--- src/rtl/calc_pkg.sv ---
// -----------------------------------------------------------------------------
// calc_pkg
// Shared definitions for the calculator front end: idle command value, key
// codes, keypad scanner state encoding and small scanner helper functions.
// No ports (package).
// -----------------------------------------------------------------------------
package calc_pkg;

    localparam logic [3:0] IDLE_CMD     = 4'hF;

    // Key codes are {row[1:0], col[1:0]} of the physical keypad.
    localparam logic [3:0] KEY_0        = 4'h0;
    localparam logic [3:0] KEY_1        = 4'h1;
    localparam logic [3:0] KEY_2        = 4'h2;
    localparam logic [3:0] KEY_3        = 4'h3;
    localparam logic [3:0] KEY_4        = 4'h4;
    localparam logic [3:0] KEY_5        = 4'h5;
    localparam logic [3:0] KEY_6        = 4'h6;
    localparam logic [3:0] KEY_7        = 4'h7;
    localparam logic [3:0] KEY_8        = 4'h8;
    localparam logic [3:0] KEY_9        = 4'h9;
    localparam logic [3:0] KEY_ADD      = 4'hA;
    localparam logic [3:0] KEY_SUB      = 4'hB;
    localparam logic [3:0] KEY_MUL      = 4'hC;
    localparam logic [3:0] KEY_EQ       = 4'hD;
    localparam logic [3:0] KEY_CLR      = 4'hE;
    // Row 3 / column 3: debounced and held like any key but never reported.
    localparam logic [3:0] KEY_UNMAPPED = 4'hF;

    typedef enum logic [1:0] {
        SCAN     = 2'd0,
        DEBOUNCE = 2'd1,
        EMIT     = 2'd2,
        HOLD     = 2'd3
    } scan_state_t;

    // Active-low column drive for a column index.
    function automatic logic [3:0] col_drive(input logic [1:0] col);
        return ~(4'b0001 << col);
    endfunction

    // Index of the lowest-numbered low (pressed) row.
    function automatic logic [1:0] lowest_low(input logic [3:0] rs);
        if (!rs[0])      return 2'd0;
        else if (!rs[1]) return 2'd1;
        else if (!rs[2]) return 2'd2;
        else             return 2'd3;
    endfunction

endpackage

--- src/rtl/keypad_scanner_sync2.sv ---
// -----------------------------------------------------------------------------
// sync2
// Two-flop synchroniser, parameterised width, async active-high reset to
// all-ones (matches an idle, pulled-up keypad row bus).
// Ports:
//   i_clock  - clock
//   i_reset  - asynchronous active-high reset
//   i_d      - asynchronous input bus
//   o_q      - synchronised output bus
// -----------------------------------------------------------------------------
module sync2 #(
    parameter int WIDTH = 4
) (
    input  logic             i_clock,
    input  logic             i_reset,
    input  logic [WIDTH-1:0] i_d,
    output logic [WIDTH-1:0] o_q
);

    logic [WIDTH-1:0] r_meta;
    logic [WIDTH-1:0] r_sync;

    always_ff @(posedge i_clock or posedge i_reset) begin
        if (i_reset) begin
            r_meta <= '1;
            r_sync <= '1;
        end else begin
            r_meta <= i_d;
            r_sync <= r_meta;
        end
    end

    assign o_q = r_sync;

endmodule

--- src/rtl/keypad_scanner.sv ---
// -----------------------------------------------------------------------------
// keypad_scanner
// Scans a 4x4 active-low matrix keypad, debounces press and release, and
// emits one 4-bit command strobe per accepted press.
// Optional build macro: KEYPAD_REPEAT_EN adds auto-repeat while a key is held
// (REPEAT_DELAY cycles to the first repeat, then every REPEAT_PERIOD).
// Ports:
//   clock      - system clock
//   reset      - asynchronous active-high reset
//   rows_in    - keypad rows, active-low, asynchronous
//   cols_out   - column drive, exactly one bit low
//   cmd        - key code while cmd_valid, else IDLE_CMD
//   cmd_valid  - one-cycle strobe per accepted press (and repeat)
//   key_held   - high while an accepted key is down
// -----------------------------------------------------------------------------
module keypad_scanner #(
    parameter int          SCAN_DIV        = 1000,  // >= 4
    parameter int          DEBOUNCE_CYCLES = 20000, // >= 2
    parameter logic [3:0]  IDLE_CMD        = calc_pkg::IDLE_CMD
`ifdef KEYPAD_REPEAT_EN
    ,
    parameter int          REPEAT_DELAY    = 25_000_000,
    parameter int          REPEAT_PERIOD   = 5_000_000
`endif
) (
    input  logic       clock,
    input  logic       reset,
    input  logic [3:0] rows_in,
    output logic [3:0] cols_out,
    output logic [3:0] cmd,
    output logic       cmd_valid,
    output logic       key_held
);
    import calc_pkg::*;

    localparam int DIV_W = $clog2(SCAN_DIV);
    localparam int CNT_W = $clog2(DEBOUNCE_CYCLES);
    localparam logic [DIV_W-1:0] DIV_LAST = DIV_W'(SCAN_DIV - 1);
    localparam logic [CNT_W-1:0] CNT_LAST = CNT_W'(DEBOUNCE_CYCLES - 1);

    scan_state_t      r_state;
    logic [DIV_W-1:0] r_div;
    logic [CNT_W-1:0] r_cnt;
    logic [1:0]       r_col;
    logic [1:0]       r_row;

    logic [3:0]       w_rs;
    logic [1:0]       w_col_next;
    logic [3:0]       w_code;
    logic             w_row_up;

    sync2 #(.WIDTH(4)) u_rows_sync (
        .i_clock (clock),
        .i_reset (reset),
        .i_d     (rows_in),
        .o_q     (w_rs)
    );

    assign w_col_next = r_col + 2'd1;
    assign w_code     = {r_row, r_col};
    assign w_row_up   = w_rs[r_row];  // latched row released (or bounced)

`ifdef KEYPAD_REPEAT_EN
    localparam int REP_MAX = (REPEAT_DELAY > REPEAT_PERIOD) ? REPEAT_DELAY : REPEAT_PERIOD;
    localparam int REP_W   = $clog2(REP_MAX);

    logic [REP_W-1:0] r_rep;
    logic             r_rep_phase;  // 0: waiting for first repeat, 1: periodic
    logic [REP_W-1:0] w_rep_last;

    assign w_rep_last = r_rep_phase ? REP_W'(REPEAT_PERIOD - 1) : REP_W'(REPEAT_DELAY - 1);
`endif

    always_ff @(posedge clock or posedge reset) begin
        if (reset) begin
            r_state   <= SCAN;
            r_div     <= '0;
            r_cnt     <= '0;
            r_col     <= 2'd0;
            r_row     <= 2'd0;
            cols_out  <= 4'b1110;
            cmd       <= IDLE_CMD;
            cmd_valid <= 1'b0;
            key_held  <= 1'b0;
`ifdef KEYPAD_REPEAT_EN
            r_rep       <= '0;
            r_rep_phase <= 1'b0;
`endif
        end else begin
            // Strobes last one cycle; cmd falls back to idle with them.
            cmd_valid <= 1'b0;
            cmd       <= IDLE_CMD;
            case (r_state)
                SCAN: begin
                    if (r_div == DIV_LAST) begin
                        r_div <= '0;
                        if (w_rs == 4'hF) begin
                            r_col    <= w_col_next;
                            cols_out <= col_drive(w_col_next);
                        end else begin
                            r_row   <= lowest_low(w_rs);
                            r_cnt   <= '0;
                            r_state <= DEBOUNCE;
                        end
                    end else begin
                        r_div <= r_div + DIV_W'(1);
                    end
                end
                DEBOUNCE: begin
                    if (w_row_up) begin
                        r_state  <= SCAN;
                        r_div    <= '0;
                        r_col    <= w_col_next;
                        cols_out <= col_drive(w_col_next);
                    end else if (r_cnt == CNT_LAST) begin
                        r_state  <= EMIT;
                        key_held <= 1'b1;
                        if (w_code != KEY_UNMAPPED) begin
                            cmd_valid <= 1'b1;
                            cmd       <= w_code;
                        end
                    end else begin
                        r_cnt <= r_cnt + CNT_W'(1);
                    end
                end
                EMIT: begin
                    r_state <= HOLD;
                    r_cnt   <= '0;
`ifdef KEYPAD_REPEAT_EN
                    // Counts cycles since the initial strobe.
                    r_rep       <= REP_W'(1);
                    r_rep_phase <= 1'b0;
`endif
                end
                HOLD: begin
                    if (w_row_up) begin
`ifdef KEYPAD_REPEAT_EN
                        r_rep       <= '0;
                        r_rep_phase <= 1'b0;
`endif
                        if (r_cnt == CNT_LAST) begin
                            r_state  <= SCAN;
                            r_div    <= '0;
                            key_held <= 1'b0;
                            r_col    <= w_col_next;
                            cols_out <= col_drive(w_col_next);
                        end else begin
                            r_cnt <= r_cnt + CNT_W'(1);
                        end
                    end else begin
                        r_cnt <= '0;
`ifdef KEYPAD_REPEAT_EN
                        if (r_rep == w_rep_last) begin
                            r_rep       <= '0;
                            r_rep_phase <= 1'b1;
                            if (w_code != KEY_UNMAPPED) begin
                                cmd_valid <= 1'b1;
                                cmd       <= w_code;
                            end
                        end else begin
                            r_rep <= r_rep + REP_W'(1);
                        end
`endif
                    end
                end
                default: r_state <= SCAN;
            endcase
        end
    end

endmodule

--- config.mk ---
export PLATFORM = sky130hd
export DESIGN_NAME = keypad_scanner
export DESIGN_NICKNAME = d
export VERILOG_FILES = /design/src/rtl/calc_pkg.sv /design/src/rtl/keypad_scanner_sync2.sv /design/src/rtl/keypad_scanner.sv
export SDC_FILE = /design/constraint.sdc
export NUM_CORES = 1
export LEC_CHECK = 0
export ABC_AREA = 1
export CORE_MARGIN = 2
export CORE_UTILIZATION = 30
export CTS_CLUSTER_SIZE = 16
export DETAILED_ROUTE_END_ITERATION = 12
export GPL_ROUTABILITY_DRIVEN = 1
export MAX_ROUTING_LAYER = met4
export PLACE_DENSITY = 0.52
export SLEW_MARGIN = 20
export SYNTH_ARGS = -nofsm -noshare
export SYNTH_HDL_FRONTEND = slang
export SYNTH_HIERARCHICAL = 1
export SYNTH_SLANG_ARGS = --single-unit
--- constraint.sdc ---
create_clock -name clock -period 1.85 [get_ports clock]
set_input_delay 0.2775 -clock clock [delete_from_list [all_inputs] [get_ports clock]]
set_output_delay 0.2775 -clock clock [all_outputs]
set_load 0.01 [all_outputs]
[After elaboration in Yosys (flattened, before gate mapping)]
Index checks and enable logic that the tools add are counted.
Widths: inputs -> output; s select.
Word-level totals
  memory bits (writable): 0
  latch bits: 0
  memory bits (read-only): 0
  logic and storage cells: 91
  register bits: 49
  memories kept: 0
  input port bits: 6
  output and inout port bits: 10
Cells by class
  divide/modulo/power cells: 0
  shift-type cells: 1
  multipliers: 0
  reductions and logical operators: 9
  $add $sub $neg: 3
  equal/unequal tests: 16
  magnitude comparators: 1
  bitwise gates (word level): 2
  mux-type cells: 48
Operators with widths (count)
  $mux 15: 5
  $pmux 15 s4: 1
  $mux 10: 4
  $mux 4: 9
  $pmux 10 s3: 1
  $mux 2: 13
  $ne 2x2->1 const B: 8
  $add 15x1->15 const B: 1
  $eq 15x15->1 const B: 1
  $pmux 4 s3: 1
  $add 10x1->10 const B: 1
  $eq 10x10->1 const B: 1
  $mux 1: 10
  $reduce_and 5->1: 2
  $pmux 2 s4: 1
  $pmux 2 s3: 1
  $reduce_and 3->1: 2
  $reduce_and 6->1: 1
  $eq 2x2->1 const B: 2
  $eq 4x4->1 const B: 1
  $ne 4x4->1 const B: 1
  $not 4->4: 1
  $reduce_and 4->1: 1
  $shl 1x2->4 const A: 1
  other kinds (10): 10

[Depth between registers and ports, before layout]
Gate-level depths: netlist (run 1).
  depth after elaboration: 6
  mapped depth: 11

[Hierarchy]
The synthesis (run 1) kept the hierarchy.
Modules (own cells, without submodules)
  keypad_scanner: cells each 354, seq. area each 1034.7 µm², instances 1, area each 2720.1 µm²
  sync2: cells each 9, seq. area each 210.2 µm², instances 1, area each 214.0 µm²

[Worst setup path before layout (run 1)]
No wires, ideal clock.
  path kind: register -> register
  start: reg r_div[0]
  end: reg cols_out[0]
  stages on the path, launching flop included: 10
  required time: 1.733 ns
  arrival: 1.361 ns
  setup slack: 0.372 ns
  buffers on the path: 1
  path through: dfrtp_1 ha_1 nand2_1 nor2_2 nand2_1 o21ai_1 nand3_2 buf_6 nand2_2 o21ai_2
On the way
  longest elaborated chain between the ends: 3
Ends and longest elaborated chain
  from (decl): RTL line keypad_scanner.sv:42  | logic [DIV_W-1:0] r_div;
  from (signal assigned): RTL line keypad_scanner.sv:106  | r_div <= r_div + DIV_W'(1);
  $eq 10x10->1: RTL line keypad_scanner.sv:95  | if (r_div == DIV_LAST) begin
  $ne 2x2->1 (no source line)
  $reduce_and 6->1 (no source line)
  to (signal assigned): RTL line keypad_scanner.sv:99  | cols_out <= col_drive(w_col_next);
  to (signal assigned): RTL line keypad_scanner.sv:114  | cols_out <= col_drive(w_col_next);
  to (signal assigned): RTL line keypad_scanner.sv:146  | cols_out <= col_drive(w_col_next);
  to (decl): RTL line keypad_scanner.sv:29  | output logic [3:0] cols_out,
Every way passes these cells.
A chain may end at the register's enable or synchronous reset.

[Worst setup path after layout (run 1)]
  start: reg cols_out[3]
  end: out cols_out[3]
No word-level cell between the ends.

==> results of run 1 <==
==> worst min path at each step <==
stage | startpoint | to | depth (start not counted)
floorplan | rows_in[0] | u_rows_sync/r_meta[0]$_DFF_PP1_ | 0
global placement | u_rows_sync/r_meta[2]$_DFF_PP1_ | u_rows_sync/o_q[2]$_DFF_PP1_ | 0
detailed placement | u_rows_sync/r_meta[1]$_DFF_PP1_ | u_rows_sync/o_q[1]$_DFF_PP1_ | 0
CTS | reset | r_col[0]$_DFFE_PP0P_ | 2
global route | reset | r_col[0]$_DFFE_PP0P_ | 2
finish | reset | r_col[1]$_DFFE_PP0P_ | 2
==> flip-flops by register name (all words and copies together), names as in the netlist, named ones only <==
register / flops
u_rows_sync/o_q: 4
r_div: 10
r_row: 2
cols_out: 4
r_state: 1
r_cnt: 15
r_col: 2
cmd_valid: 1
key_held: 1
u_rows_sync/r_meta: 4
cmd: 4
==> logic make-up (layout without fill, tap and decap cells) <==
family          count (synthesis)  after routing  share of synthesized area
simple gates                  211            211                      0.357
flops                          49             49                      0.424
buf+inv                        48             75                     0.0768
compound gates                 43             43                     0.0968
fa+ha+maj                       7              7                     0.0298
xor+xnor                        5              5                     0.0149
==> cell usage in the layout, fill, tap and decap left out, types with 11 or more instances in the layout <==
cell,n
clkdlybuf4s50_1,15
dfstp_2,15
nand3_1,25
inv_1,33
dfrtp_1,34
nor2_1,25
nand4_1,20
nand2_2,11
nand2_1,103
o21ai_1,11
==> power by group <==
group          leakage [nW]  internal (mW)  total, mW  switching (mW)
Combinational         0.800         0.0186     0.0509          0.0322
Clock                0.0506          0.284      0.702           0.418
Sequential            0.618           1.09       1.09         0.00441
==> repair_timing <==
item,CTS,global route
setup endpoints to repair,0,6
buffers inserted,0,2
hold buffers,0,0
resized for setup,0,1
==> metrics by stage <==
stage / setup WS [ps] / instance area, sq um / power [mW]
after detailed placement: 122 / 3260 / 1.16
after CTS: 107 / 3360 / 1.87
final: 172 / 3380 / 1.84
after global routing: 29.2 / 3380 / 1.93
after floorplan: 372 / 2930 / 1.14
after global placement: 170 / 3260 / 1.16
==> metal layers <==
layer	global-route usage	wire (um)
met2	0.212	3000
met3	0.0224	131
met4	0.0283	39
met1	0.171	2950
met5	-	0
==> area by class of cell <==
type,count,area (sq um)
multi-input combinational,266,1470
clock buffer,5,68.8
inverter,41,158
sequential,49,1240
tap,133,166
clock inverter,3,28.8
fill,1016,6260
timing repair buffer,26,245
==> metrics.txt, run 1 <==
# TYPE chip_impl_metric gauge
chip_impl_metric{name="floorplan.initialDensity",unit=""} 0.304
chip_impl_metric{name="port_buffer_cells",unit=""} 15
chip_impl_metric{name="numCtsBuffers",unit=""} 5
chip_impl_metric{name="ys_seq_area_frac",unit=""} 0.424
chip_impl_metric{name="place_congestion",unit=""} 0.815
chip_impl_info{name="min-delay-path-class",value="input port to async pin"} 1
chip_impl_metric{name="fmax",unit="MHz"} 596
chip_impl_metric{name="core_area",unit="sq mm"} 0.00964
chip_impl_metric{name="finish.cell_count_without_fillers",unit=""} 523
chip_impl_metric{name="diodes",unit=""} 0
chip_impl_metric{name="drv.max_cap_violation_count",unit=""} 0
chip_impl_metric{name="max-clock-path-buffers",unit=""} 2
chip_impl_info{name="grt_setup_unrepaired",value="false"} 1
chip_impl_metric{name="avgRoutedWirePerCell",unit="um"} 11.7
chip_impl_metric{name="placement_rows",unit=""} 36
chip_impl_metric{name="worst-r2r-cell-count",unit=""} 9
chip_impl_info{name="area_leader_netlist",value="dfrtp_1"} 1
chip_impl_metric{name="finalSetupViolCount",unit=""} 0
chip_impl_metric{name="worst_pin_slew",unit="ps"} 540
chip_impl_metric{name="postSynthAreaPerCell",unit="sq um"} 8.08
chip_impl_metric{name="final_max_slew_violation_count",unit=""} 0
chip_impl_metric{name="fp.dieW",unit="um"} 103
chip_impl_metric{name="dp.cells",unit=""} 513
chip_impl_metric{name="finish.utilization",unit=""} 0.351
chip_impl_metric{name="final_nets",unit=""} 402
chip_impl_metric{name="power_density",unit="mW/mm^2"} 545
chip_impl_metric{name="cp_slowest_stage_delay",unit="ps"} 560
chip_impl_info{name="synth-main-ff-cell",value="dfrtp_1"} 1
chip_impl_metric{name="path_depth",unit=""} 1
chip_impl_metric{name="hold_ws",unit="ps"} 319
chip_impl_metric{name="number_of_enable_flip_flop_cells_after_synthesis",unit=""} 0
chip_impl_info{name="yosysMostFrequentCell",value="nand2_1"} 1
chip_impl_metric{name="detail-route-antenna-nets",unit=""} 0
chip_impl_metric{name="post-dp-hpwl",unit="um"} 4680
chip_impl_metric{name="synth.ff_latch_count",unit=""} 49
chip_impl_metric{name="worst_skew_pair.late_latency",unit="ps"} 310
chip_impl_metric{name="finClkSkew",unit="ps"} 12.4
chip_impl_info{name="worstSetupPathType",value="flip-flop to primary output"} 1
chip_impl_info{name="crit_start",value="cols_out[3]$_DFFE_PP1P_"} 1
chip_impl_info{name="critical_path.endpoint",value="cols_out[3]"} 1
chip_impl_metric{name="detailed_router_s_first_iteration_violation_count",unit=""} 79
chip_impl_metric{name="netlist.area_leader.share",unit=""} 0.290
chip_impl_info{name="critical_path.reg2reg.endpoint",value="key_held$_DFFE_PP0P_"} 1
chip_impl_metric{name="floorplan.die.height",unit="um"} 103
chip_impl_metric{name="dieArea",unit="sq mm"} 0.0106
chip_impl_info{name="critical_path.endpoint_type",value="primary output"} 1
chip_impl_metric{name="syn-num-nets",unit=""} 376
chip_impl_metric{name="worstPathMaxFanout",unit=""} 2
chip_impl_info{name="crit_chain",value="clkdlybuf4s50_1"} 1
chip_impl_metric{name="io_pins",unit=""} 16
chip_impl_metric{name="required",unit="ps"} 1570
chip_impl_metric{name="grt_max_degree",unit=""} 22
chip_impl_metric{name="firstDrtPassIters",unit=""} 4
chip_impl_metric{name="final_layout_size_suffix_gt1_frac",unit=""} 0.215
chip_impl_metric{name="slew_headroom",unit=""} 0.639
chip_impl_info{name="clock_tree_from_tritoncts",value="yes"} 1
chip_impl_info{name="root_buffer",value="clkbuf_8"} 1
chip_impl_metric{name="grt_pass1_wl",unit="um"} 10800
chip_impl_metric{name="worst_ep_arrival_time",unit="ps"} 1400
chip_impl_metric{name="power_leakage",unit="nW"} 1.47
chip_impl_metric{name="antenna_violations_before_repair",unit=""} 0
chip_impl_metric{name="timing.setup.tns",unit="ps"} 0
chip_impl_metric{name="post-route-drc-count",unit=""} 0
chip_impl_metric{name="post-route-min-period",unit="ps"} 1680
chip_impl_metric{name="cts.sink_count",unit=""} 49
chip_impl_metric{name="synth-warning-count",unit=""} 6
chip_impl_metric{name="syn_to_final_growth",unit="%"} 15.3
chip_impl_metric{name="grt_usage",unit=""} 0.130
chip_impl_metric{name="vias",unit=""} 2380
chip_impl_metric{name="grt_overflow",unit=""} 0
chip_impl_metric{name="number_of_levels_the_h_tree_was_split_into",unit=""} 2
chip_impl_info{name="setup.worst_path.start_class",value="flip-flop"} 1
chip_impl_info{name="yosys-top-cells-area",value="dfrtp_1, dfstp_2, nand2_1, nand3_1, nand4_1"} 1
chip_impl_metric{name="rrSetupSlack",unit="ps"} 210
chip_impl_metric{name="synthCells",unit=""} 363
chip_impl_metric{name="first_global_vias",unit=""} 2363
chip_impl_metric{name="detail_route.vias_per_cell",unit=""} 4.55
chip_impl_metric{name="path_clk_slew",unit="ps"} 110
chip_impl_info{name="r2r_start",value="u_rows_sync/o_q[1]$_DFF_PP1_"} 1
chip_impl_info{name="worst_path_top_cell_family_by_delay",value="flip-flops"} 1
chip_impl_metric{name="postSynth.asyncResetShare",unit=""} 1.00
chip_impl_metric{name="netlist_area",unit="sq mm"} 0.00293
chip_impl_info{name="crit_slowest_cell",value="dfstp_2"} 1
chip_impl_metric{name="drt-total-wl",unit="um"} 6110
chip_impl_info{name="outcome",value="completed"} 1
chip_impl_metric{name="post-route-period-util",unit=""} 0.907
chip_impl_metric{name="hold_viol_final",unit=""} 0
chip_impl_metric{name="synthDistinctLibCells",unit=""} 40
chip_impl_info{name="synth.cells.most_frequent",value="nand2_1, dfrtp_1, inv_1"} 1
chip_impl_metric{name="power.ir.vdd_worst",unit="uV"} 397
chip_impl_metric{name="timing.critical_path.buf_inv",unit=""} 1
Note: power is estimated with default switching activity, not from simulation.
==> run 2, diff against run 1 <==
CTS_BUF_LIST = sky130_fd_sc_hd__clkbuf_16   (was not set)
==> metrics.txt, run 2 (synthesis results as in run 1) <==
# TYPE chip_impl_metric gauge
chip_impl_metric{name="first_global_vias",unit=""} 2358
chip_impl_metric{name="diodes",unit=""} 0
chip_impl_metric{name="antenna_violations_before_repair",unit=""} 0
chip_impl_metric{name="fmax",unit="MHz"} 608
chip_impl_info{name="layout.cells.most_common_list",value="nand2_1, dfrtp_1, inv_1"} 1
chip_impl_metric{name="finClkSkew",unit="ps"} 7.25
chip_impl_metric{name="firstDrtPassIters",unit=""} 5
chip_impl_metric{name="final_max_slew_violation_count",unit=""} 0
chip_impl_info{name="grt_setup_unrepaired",value="false"} 1
chip_impl_metric{name="post-route-min-period",unit="ps"} 1640
chip_impl_info{name="largestRegisters",value="r_cnt: 15 flops, r_div: 10 flops"} 1
chip_impl_metric{name="detailed_router_s_first_iteration_violation_count",unit=""} 91
chip_impl_info{name="min-delay-path-class",value="input port to async pin"} 1
chip_impl_info{name="r2r_start",value="u_rows_sync/o_q[1]$_DFF_PP1_"} 1
chip_impl_metric{name="finish.utilization",unit=""} 0.355
chip_impl_metric{name="cts.sink_count",unit=""} 49
chip_impl_metric{name="timing.critical_path.buf_inv",unit=""} 1
chip_impl_metric{name="final_cell_area",unit="sq mm"} 0.00342
chip_impl_metric{name="post-dp-hpwl",unit="um"} 4680
chip_impl_info{name="crit_slowest_cell",value="dfstp_2"} 1
chip_impl_info{name="worstSetupPathType",value="flip-flop to primary output"} 1
chip_impl_metric{name="power.ir.vdd_worst",unit="uV"} 534
chip_impl_metric{name="grt_overflow",unit=""} 0
chip_impl_metric{name="required",unit="ps"} 1570
chip_impl_metric{name="grt_max_degree",unit=""} 22
chip_impl_info{name="crit_chain",value="clkdlybuf4s50_1"} 1
chip_impl_metric{name="post-route-drc-count",unit=""} 0
chip_impl_metric{name="dpl-instance-area",unit="sq mm"} 0.00326
chip_impl_info{name="layout_commonest_cell",value="nand2_1"} 1
chip_impl_metric{name="grt_usage",unit=""} 0.130
chip_impl_metric{name="filler_cells",unit=""} 1012
chip_impl_metric{name="detail-route-antenna-nets",unit=""} 0
chip_impl_metric{name="worst_skew_pair.late_latency",unit="ps"} 290
chip_impl_metric{name="power_leakage",unit="nW"} 1.48
chip_impl_info{name="outcome",value="completed"} 1
chip_impl_metric{name="drv.max_cap_violation_count",unit=""} 0
chip_impl_metric{name="syn_to_final_growth",unit="%"} 16.7
chip_impl_metric{name="floorplan.die.height",unit="um"} 103
chip_impl_metric{name="hold_ws",unit="ps"} 348
chip_impl_metric{name="rrSetupSlack",unit="ps"} 210
chip_impl_metric{name="final_layout_size_suffix_gt1_frac",unit=""} 0.211
chip_impl_metric{name="power_density",unit="mW/mm^2"} 614
chip_impl_metric{name="post_cts_buffers",unit=""} 0
chip_impl_metric{name="vias",unit=""} 2388
chip_impl_info{name="setup.worst_path.start_class",value="flip-flop"} 1
chip_impl_metric{name="drt-total-wl",unit="um"} 6120
chip_impl_metric{name="avgRoutedWirePerCell",unit="um"} 11.7
chip_impl_info{name="root_buffer",value="clkbuf_16"} 1
chip_impl_metric{name="largest_register_ffs",unit=""} 15
chip_impl_metric{name="hold_viol_final",unit=""} 0
chip_impl_metric{name="slew_headroom",unit=""} 0.641
chip_impl_metric{name="numCtsBuffers",unit=""} 5
chip_impl_metric{name="max-clock-path-buffers",unit=""} 2
chip_impl_metric{name="fp.dieW",unit="um"} 103
chip_impl_info{name="clock_tree_from_tritoncts",value="yes"} 1
chip_impl_metric{name="detail_route.vias_per_cell",unit=""} 4.58
chip_impl_metric{name="number_of_levels_the_h_tree_was_split_into",unit=""} 2
chip_impl_metric{name="placement_rows",unit=""} 36
chip_impl_info{name="worst_path_top_cell_family_by_delay",value="flip-flops"} 1
chip_impl_metric{name="finalSetupViolCount",unit=""} 0
chip_impl_metric{name="final_nets",unit=""} 400
chip_impl_metric{name="post-route-period-util",unit=""} 0.889
chip_impl_metric{name="floorplan.initialDensity",unit=""} 0.304
chip_impl_metric{name="worst_ep_arrival_time",unit="ps"} 1370
chip_impl_metric{name="worst-r2r-cell-count",unit=""} 9
chip_impl_info{name="critical_path.reg2reg.endpoint",value="key_held$_DFFE_PP0P_"} 1
chip_impl_info{name="top_register",value="r_cnt"} 1
chip_impl_metric{name="core_area",unit="sq mm"} 0.00964
chip_impl_metric{name="fin_total_pwr",unit="mW"} 2.10
chip_impl_metric{name="cp_slowest_stage_delay",unit="ps"} 540
chip_impl_metric{name="port_buffer_cells",unit=""} 15
chip_impl_metric{name="worst_pin_slew",unit="ps"} 538
chip_impl_metric{name="path_clk_slew",unit="ps"} 70
chip_impl_metric{name="worstPathMaxFanout",unit=""} 2
chip_impl_metric{name="grt_pass1_wl",unit="um"} 10800
chip_impl_metric{name="place_congestion",unit=""} 0.815
chip_impl_metric{name="dieArea",unit="sq mm"} 0.0106
chip_impl_metric{name="timing.setup.tns",unit="ps"} 0
chip_impl_metric{name="io_pins",unit=""} 16
chip_impl_info{name="critical_path.endpoint_type",value="primary output"} 1
## run 2: changes by cell type in the layout (fill, tap and decap cells not counted)
cell	change
clkbuf_16	+5
buf_4	-2
clkbuf_8	-5
## run 2: worst max-delay path by stage
stage                                    endpoint                     from  cells after the start  slack (ps)
after floorplan           cols_out[0]$_DFFE_PP0P_     r_div[0]$_DFFE_PP0P_                      9         370
after global placement       r_col[0]$_DFFE_PP0P_     r_div[1]$_DFFE_PP0P_                      9         170
after detailed placement     r_col[0]$_DFFE_PP0P_     r_div[1]$_DFFE_PP0P_                      9         120
after CTS                    r_col[0]$_DFFE_PP0P_     r_div[1]$_DFFE_PP0P_                      9         120
after global routing         r_cnt[2]$_DFFE_PP0P_     r_div[1]$_DFFE_PP0P_                      8           7
final                                 cols_out[3]  cols_out[3]$_DFFE_PP1P_                      1         210
## run 2: report_power, final
part | internal, mW | leakage, nW | total [mW] | switching (mW)
Clock | 0.519 | 0.0763 | 0.959 | 0.440
Combinational | 0.0186 | 0.789 | 0.0509 | 0.0323
Sequential | 1.09 | 0.618 | 1.09 | 0.00447
## run 2: routing by layer
layer | track usage | up-vias | routed length [um]
li1 | - | 1233 | -
met1 | 0.171 | 1122 | 2960
met2 | 0.214 | 29 | 2990
met3 | 0.0224 | 4 | 135
met4 | 0.0223 | 0 | 34
met5 | - | - | 0
## run 2: final cells by class
class	count	area, sq um	share of cell area
Clock inverter	3	28.8	0.00840
Inverter	41	158	0.0460
Timing Repair Buffer	24	230	0.0672
Clock buffer	5	125	0.0365
Sequential cell	49	1240	0.364
Tap cell	133	166	0.0486
Multi-Input combinational cell	266	1470	0.430
## run 2: timing repair
item	in CTS	in global routing
gates resized for setup	0	1
setup endpoints to repair	0	4
hold buffers	0	0
endpoints found under the hold margin	0	0
## run 2: through the flow
step,setup WS (ps),cells
after floorplan,372,363
after global placement,170,513
after detailed placement,122,513
after CTS,116,521
after global routing,6.78,521
final,206,521
